<file path="src/rtl/inst_buffer.sv">
// Instruction buffer between fetch and decode: a circular FIFO that compacts
// partially valid fetch packets on entry and presents the oldest entries in program order.
module inst_buffer #(
   parameter int unsigned FETCH_WIDTH   = 2,
   parameter int unsigned PIPE_WIDTH    = 2,
   parameter int unsigned DEPTH         = 8,
   parameter int unsigned CPU_ADDR_BITS = 32
) (
   input  logic                                  clk,
   input  logic                                  rst_n,
   input  logic                                  flush,
   input  logic                                  fetch_valid,
   input  logic [FETCH_WIDTH-1:0]                fetch_slot_valid,
   input  logic [FETCH_WIDTH*CPU_ADDR_BITS-1:0]  fetch_pc,
   input  logic [FETCH_WIDTH*32-1:0]             fetch_inst,
   output logic                                  fetch_ready,
   output logic [PIPE_WIDTH-1:0]                 dec_valid,
   output logic [PIPE_WIDTH*CPU_ADDR_BITS-1:0]   dec_pc,
   output logic [PIPE_WIDTH*32-1:0]              dec_inst,
   input  logic                                  dec_ready,
   output logic [$clog2(DEPTH+1)-1:0]            count
);

   localparam int unsigned PTR_W = $clog2(DEPTH);
   localparam int unsigned CNT_W = $clog2(DEPTH+1);

   localparam logic [CNT_W-1:0] PIPE_C      = CNT_W'(PIPE_WIDTH);
   localparam logic [CNT_W-1:0] DEPTH_C     = CNT_W'(DEPTH);
   localparam logic [CNT_W-1:0] READY_LIM_C = CNT_W'(DEPTH - FETCH_WIDTH);

   logic [CPU_ADDR_BITS-1:0] r_pc   [DEPTH];
   logic [31:0]              r_inst [DEPTH];
   logic [PTR_W-1:0]         r_head;
   logic [PTR_W-1:0]         r_tail;
   logic [CNT_W-1:0]         r_count;

   logic                     w_enq;
   logic [CNT_W-1:0]         w_enq_cnt;
   logic [CNT_W-1:0]         w_enq_amt;
   logic [CNT_W-1:0]         w_deq_cnt;
   logic [CNT_W-1:0]         w_cnt_next;
   logic [PTR_W-1:0]         w_slot_ptr [FETCH_WIDTH];
   logic [PTR_W-1:0]         w_rd_ptr;
   logic [PIPE_WIDTH-1:0]    w_dv_inc;

   assign fetch_ready = (r_count <= READY_LIM_C);
   assign count       = r_count;
   assign w_enq       = fetch_valid && fetch_ready && !flush;

   // Each valid slot lands at tail plus the number of valid slots older than it.
   always_comb begin
      w_enq_cnt = '0;
      for (int unsigned s = 0; s < FETCH_WIDTH; s++) begin
         w_slot_ptr[s] = r_tail + w_enq_cnt[PTR_W-1:0];
         if (fetch_slot_valid[s]) begin
            w_enq_cnt = w_enq_cnt + CNT_W'(1);
         end
      end
   end

   always_comb begin
      w_enq_amt  = w_enq ? w_enq_cnt : '0;
      w_deq_cnt  = '0;
      if (dec_ready) begin
         w_deq_cnt = (r_count < PIPE_C) ? r_count : PIPE_C;
      end
      w_cnt_next = r_count + w_enq_amt - w_deq_cnt;
   end

   always_comb begin
      w_rd_ptr = '0;
      dec_valid = '0;
      dec_pc   = '0;
      dec_inst = '0;
      for (int unsigned i = 0; i < PIPE_WIDTH; i++) begin
         w_rd_ptr = r_head + PTR_W'(i);
         dec_valid[i] = (r_count > CNT_W'(i));
         dec_pc[i*CPU_ADDR_BITS +: CPU_ADDR_BITS] = r_pc[w_rd_ptr];
         dec_inst[i*32 +: 32] = r_inst[w_rd_ptr];
      end
   end

   always_ff @(posedge clk or negedge rst_n) begin
      if (!rst_n) begin
         r_head  <= '0;
         r_tail  <= '0;
         r_count <= '0;
         for (int unsigned e = 0; e < DEPTH; e++) begin
            r_pc[e]   <= '0;
            r_inst[e] <= '0;
         end
      end else if (flush) begin
         r_head  <= '0;
         r_tail  <= '0;
         r_count <= '0;
      end else begin
         if (w_enq) begin
            for (int unsigned s = 0; s < FETCH_WIDTH; s++) begin
               if (fetch_slot_valid[s]) begin
                  r_pc[w_slot_ptr[s]]   <= fetch_pc[s*CPU_ADDR_BITS +: CPU_ADDR_BITS];
                  r_inst[w_slot_ptr[s]] <= fetch_inst[s*32 +: 32];
               end
            end
         end
         r_tail  <= r_tail + w_enq_amt[PTR_W-1:0];
         r_head  <= r_head + w_deq_cnt[PTR_W-1:0];
         r_count <= w_cnt_next;
      end
   end

   assign w_dv_inc = dec_valid + PIPE_WIDTH'(1);

   a_count_bound: assert property (@(posedge clk) disable iff (!rst_n) r_count <= DEPTH_C);
   a_valid_prefix: assert property (@(posedge clk) disable iff (!rst_n)
      (dec_valid & w_dv_inc) == '0);

endmodule
</file>
<file path="config.mk">
export PLATFORM = sky130hd
export DESIGN_NAME = inst_buffer
export DESIGN_NICKNAME = d
export VERILOG_FILES = /design/src/rtl/inst_buffer.sv
export SDC_FILE = /design/constraint.sdc
export NUM_CORES = 2
export LEC_CHECK = 0
export ABC_AREA = 0
export CAP_MARGIN = 20
export CORE_MARGIN = 2
export CORE_UTILIZATION = 55
export DETAILED_ROUTE_END_ITERATION = 10
export GPL_TIMING_DRIVEN = 1
export PLACE_DENSITY = 0.76
export REMOVE_ABC_BUFFERS = 1
export SLEW_MARGIN = 0
export SYNTH_ARGS = -nofsm -noshare
export SYNTH_HDL_FRONTEND = slang
export SYNTH_SLANG_ARGS = --single-unit
export TNS_END_PERCENT = 50
</file>
<file path="constraint.sdc">
create_clock -name clk -period 4 [get_ports clk]
set_clock_uncertainty 0.2 [all_clocks]
set_input_delay 1.2 -clock clk [delete_from_list [all_inputs] [get_ports clk]]
set_output_delay 1.2 -clock clk [all_outputs]
set_load 0.02 [all_outputs]
</file>
==> flow_metrics.env <==
export IMPL_crit_fanout=8
export IMPL_die_width_um=243.2
export IMPL_start_kind="flip-flop"
export IMPL_path_clk_slew_ps=60
export IMPL_cts_made_buffers=56
export IMPL_vias=25690
export IMPL_rsz0062_at_grt="yes"
export IMPL_arrival_ps=2870
export IMPL_cp_data_required_time_ps=2600
export IMPL_gp_congestion=0.8631
export IMPL_wl_per_cell_um=33.65
export IMPL_setup_viol=126
export IMPL_yosys_register_bits=522
export IMPL_dr_first_iter_drc_count=3678
export IMPL_cp_common_cell="buf_12"
export IMPL_power_density_nw_per_um2=659.6
export IMPL_synth_seq_area_share_pct=41.52
export IMPL_syn_to_final_growth_pct=23.50
export IMPL_fin_area_um2=38850
export IMPL_critical_path_class="reg -> out"
export IMPL_fin_setup_tns_ps=-15890
export IMPL_worst_slack_ps=-265.2
export IMPL_synth_top_cell_by_area="dfrtp_1"
export IMPL_clock_sinks=522
export IMPL_yosysWarnings=0
export IMPL_cts_hold_buf=0
export IMPL_numPortBuffers=269
export IMPL_dp_cells=3206
export IMPL_fin_crit_sh_pct=106.6
export IMPL_finalCriticalPeriod_ps=4265
export IMPL_place_area_um2=35890
export IMPL_cts_tree="built"
export IMPL_layout_commonest_cell="dfrtp_1"
export IMPL_grt_max_degree=76
export IMPL_syn_area_per_cell_um2=13.38
export IMPL_ff_latch_area_um2=13070
export IMPL_die_height_um=243.2
export IMPL_cap_violations=0
export IMPL_wirelength_um=113500
export IMPL_rows=87
export IMPL_htreeDepth=2
export IMPL_coreArea_um2=56500
export IMPL_root_buffer="clkbuf_16"
export IMPL_yosys_top_cells_area="dfrtp_1 (42%), mux4_2 (18%), o221a_2 (18%)"
export IMPL_crit_chain="ha_4, buf_12, buf_12, buf_16, mux4_2, mux2_4, buf_6"
export IMPL_grt_antenna_before_repair=18
export IMPL_nets=2704
export IMPL_nFillCells=3766
export IMPL_cp_slowest_cell="mux4_2"
export IMPL_syn_area_um2=31460
export IMPL_finalNonFillerCells=3372
export IMPL_worst_slew_pin_slew_ps=927.4
export IMPL_drive_gt1_share_pct=61.81
export IMPL_synth_edf_count=0
export IMPL_p_leak_nw=14.91
export IMPL_firstDrtPassIters=8
export IMPL_holdCritPathClass="in -> async"
export IMPL_mostFrequentLayoutCells="dfrtp_1 (519), o221a_2 (505), or2_2 (296), mux4_2 (256), or3_1 (174)"
export IMPL_final_util_pct=68.78
export IMPL_drc_errors=0
export IMPL_drtAntennaViolNets=0
export IMPL_dieArea_um2=59130
export IMPL_hold_viol=0
export IMPL_grt_pass1_wl_um=170600
export IMPL_grt_pass1_vias=26742
export IMPL_clockBufferDepth=3
export IMPL_max_slew_margin_pct=37.84
export IMPL_grt_usage_pct=38.22
export IMPL_multi_input_area_um2=17480
export IMPL_num_io_pins=270
export IMPL_max_clock_freq_mhz=234.5
export IMPL_vias_per_cell=7.619
export IMPL_grt_overflow_total=0
export IMPL_start_util_pct=55.69
export IMPL_synthArstFlopShare_pct=100.0
export IMPL_synth_top_cell_area_share_pct=41.52
export IMPL_ir_worst_vdd_v=0.0005177
export IMPL_finalMaxSlewViolations=0
export IMPL_violations="setup timing"
export IMPL_max_stage_delay_ps=520
export IMPL_status="finished, violations left"
export IMPL_cp_end_kind="output port"
export IMPL_synthFlopType="dfrtp_1"
export IMPL_synthDistinctLibCells=52
export IMPL_hpwl_um=64840
export IMPL_clock_latency_ps=630
export IMPL_synthCells=2352
critical path: cells and delay by family, from the launching register on:
kind                       cells  cell delay (ps)
buffers and inverters          4              560
DFF                            1              500
muxes                          2              810
adders and majority gates      1              340
where the power goes:
| part | switching [W] | internal, W | total [W] |
|---|---|---|---|
| combinational | 0.00539 | 0.00675 | 0.0121 |
| clock | 0.00226 | 0.00318 | 0.00544 |
| sequential | 0.00132 | 0.00672 | 0.00804 |
layout make-up:
type / count / area share, %
multi-input cells: 1520 / 45.00
flip-flops and latches: 522 / 33.65
repair buffers: 446 / 13.83
clock buffers: 86 / 4.389
well taps: 756 / 2.434
clock inverters: 18 / 0.5217
diodes: 16 / 0.1030
inverters: 8 / 0.07728
cells by family after synthesis:
logic type / after synthesis / share of synthesized area, %
adders and majority gates: 15 / 0.6681
other: 1 / 0.01192
muxes: 384 / 22.91
and+or+nand+nor: 587 / 11.84
buffers and inverters: 310 / 4.116
xor gates and xnor gates: 8 / 0.2705
AOI/OAI and AO/OA: 525 / 18.67
DFF: 522 / 41.52
stage by stage:
stage / power (W) / setup slack (ps) / hold slack [ps]
5_1_grt: 0.02644 / -304.8 / 377.6
6_report: 0.02563 / -265.2 / 329.5
3_5_place_dp: 0.01926 / -101.2 / 354.2
2_1_floorplan: 0.01476 / -10930 / 326.8
4_1_cts: 0.02535 / -313.1 / 369.5
3_3_place_gp: 0.01892 / -150.4 / 345.2
state kept, by name, indices dropped and copies added (netlist names):
register  cells
r_head        3
r_tail        3
count         4
r_pc        256
r_inst      256
final timing paths:
path | startpoint | to | slack (ps) | cells past startpoint
max reg2reg | r_tail[0] | r_pc[234] | 940 | 9
min in group clk | r_inst[162] | r_inst[162] | 370 | 1
min reg2reg | r_inst[162] | r_inst[162] | 370 | 1
max | r_head[0] | dec_pc[33] | -270 | 7
max in group asynchronous | rst_n | r_inst[20] | 2310 | 2
min | rst_n | r_inst[11] | 330 | 1
Yosys cell counts, types with 2 or more instances:
cell / count
a21o_1: 2
a21oi_1: 2
a22oi_1: 2
a32oi_1: 3
and3_1: 4
buf_1: 79
buf_2: 68
buf_6: 6
clkbuf_1: 148
dfrtp_1: 522
fa_1: 3
ha_1: 12
inv_1: 8
mux2_2: 128
mux4_2: 256
nand2_1: 14
nand2b_1: 4
nand3_1: 4
nand3b_1: 45
nand4_1: 4
nand4b_1: 2
nor2_1: 10
nor2_2: 6
nor2b_1: 8
nor3_1: 3
nor4bb_1: 2
o221a_1: 6
o221a_2: 505
or2_2: 296
or3_1: 174
xnor2_1: 3
xor2_1: 3
per-layer routing:
layer | routed length (um) | GRT usage [%]
met4 | 5173 | 18.13
met2 | 53110 | 58.65
met5 | 27 | 0
met1 | 40880 | 49.89
met3 | 14270 | 11.74
what timing repair did:
item / CTS / global route
endpoints found under the hold margin: 0 / 0
setup endpoints to repair: 128 / 110
resized for setup: 651 / 44
buffers inserted: 25 / 9
pin swaps: 1 / 1
cloned: 20 / 1
(Power assumes the default switching activity.)
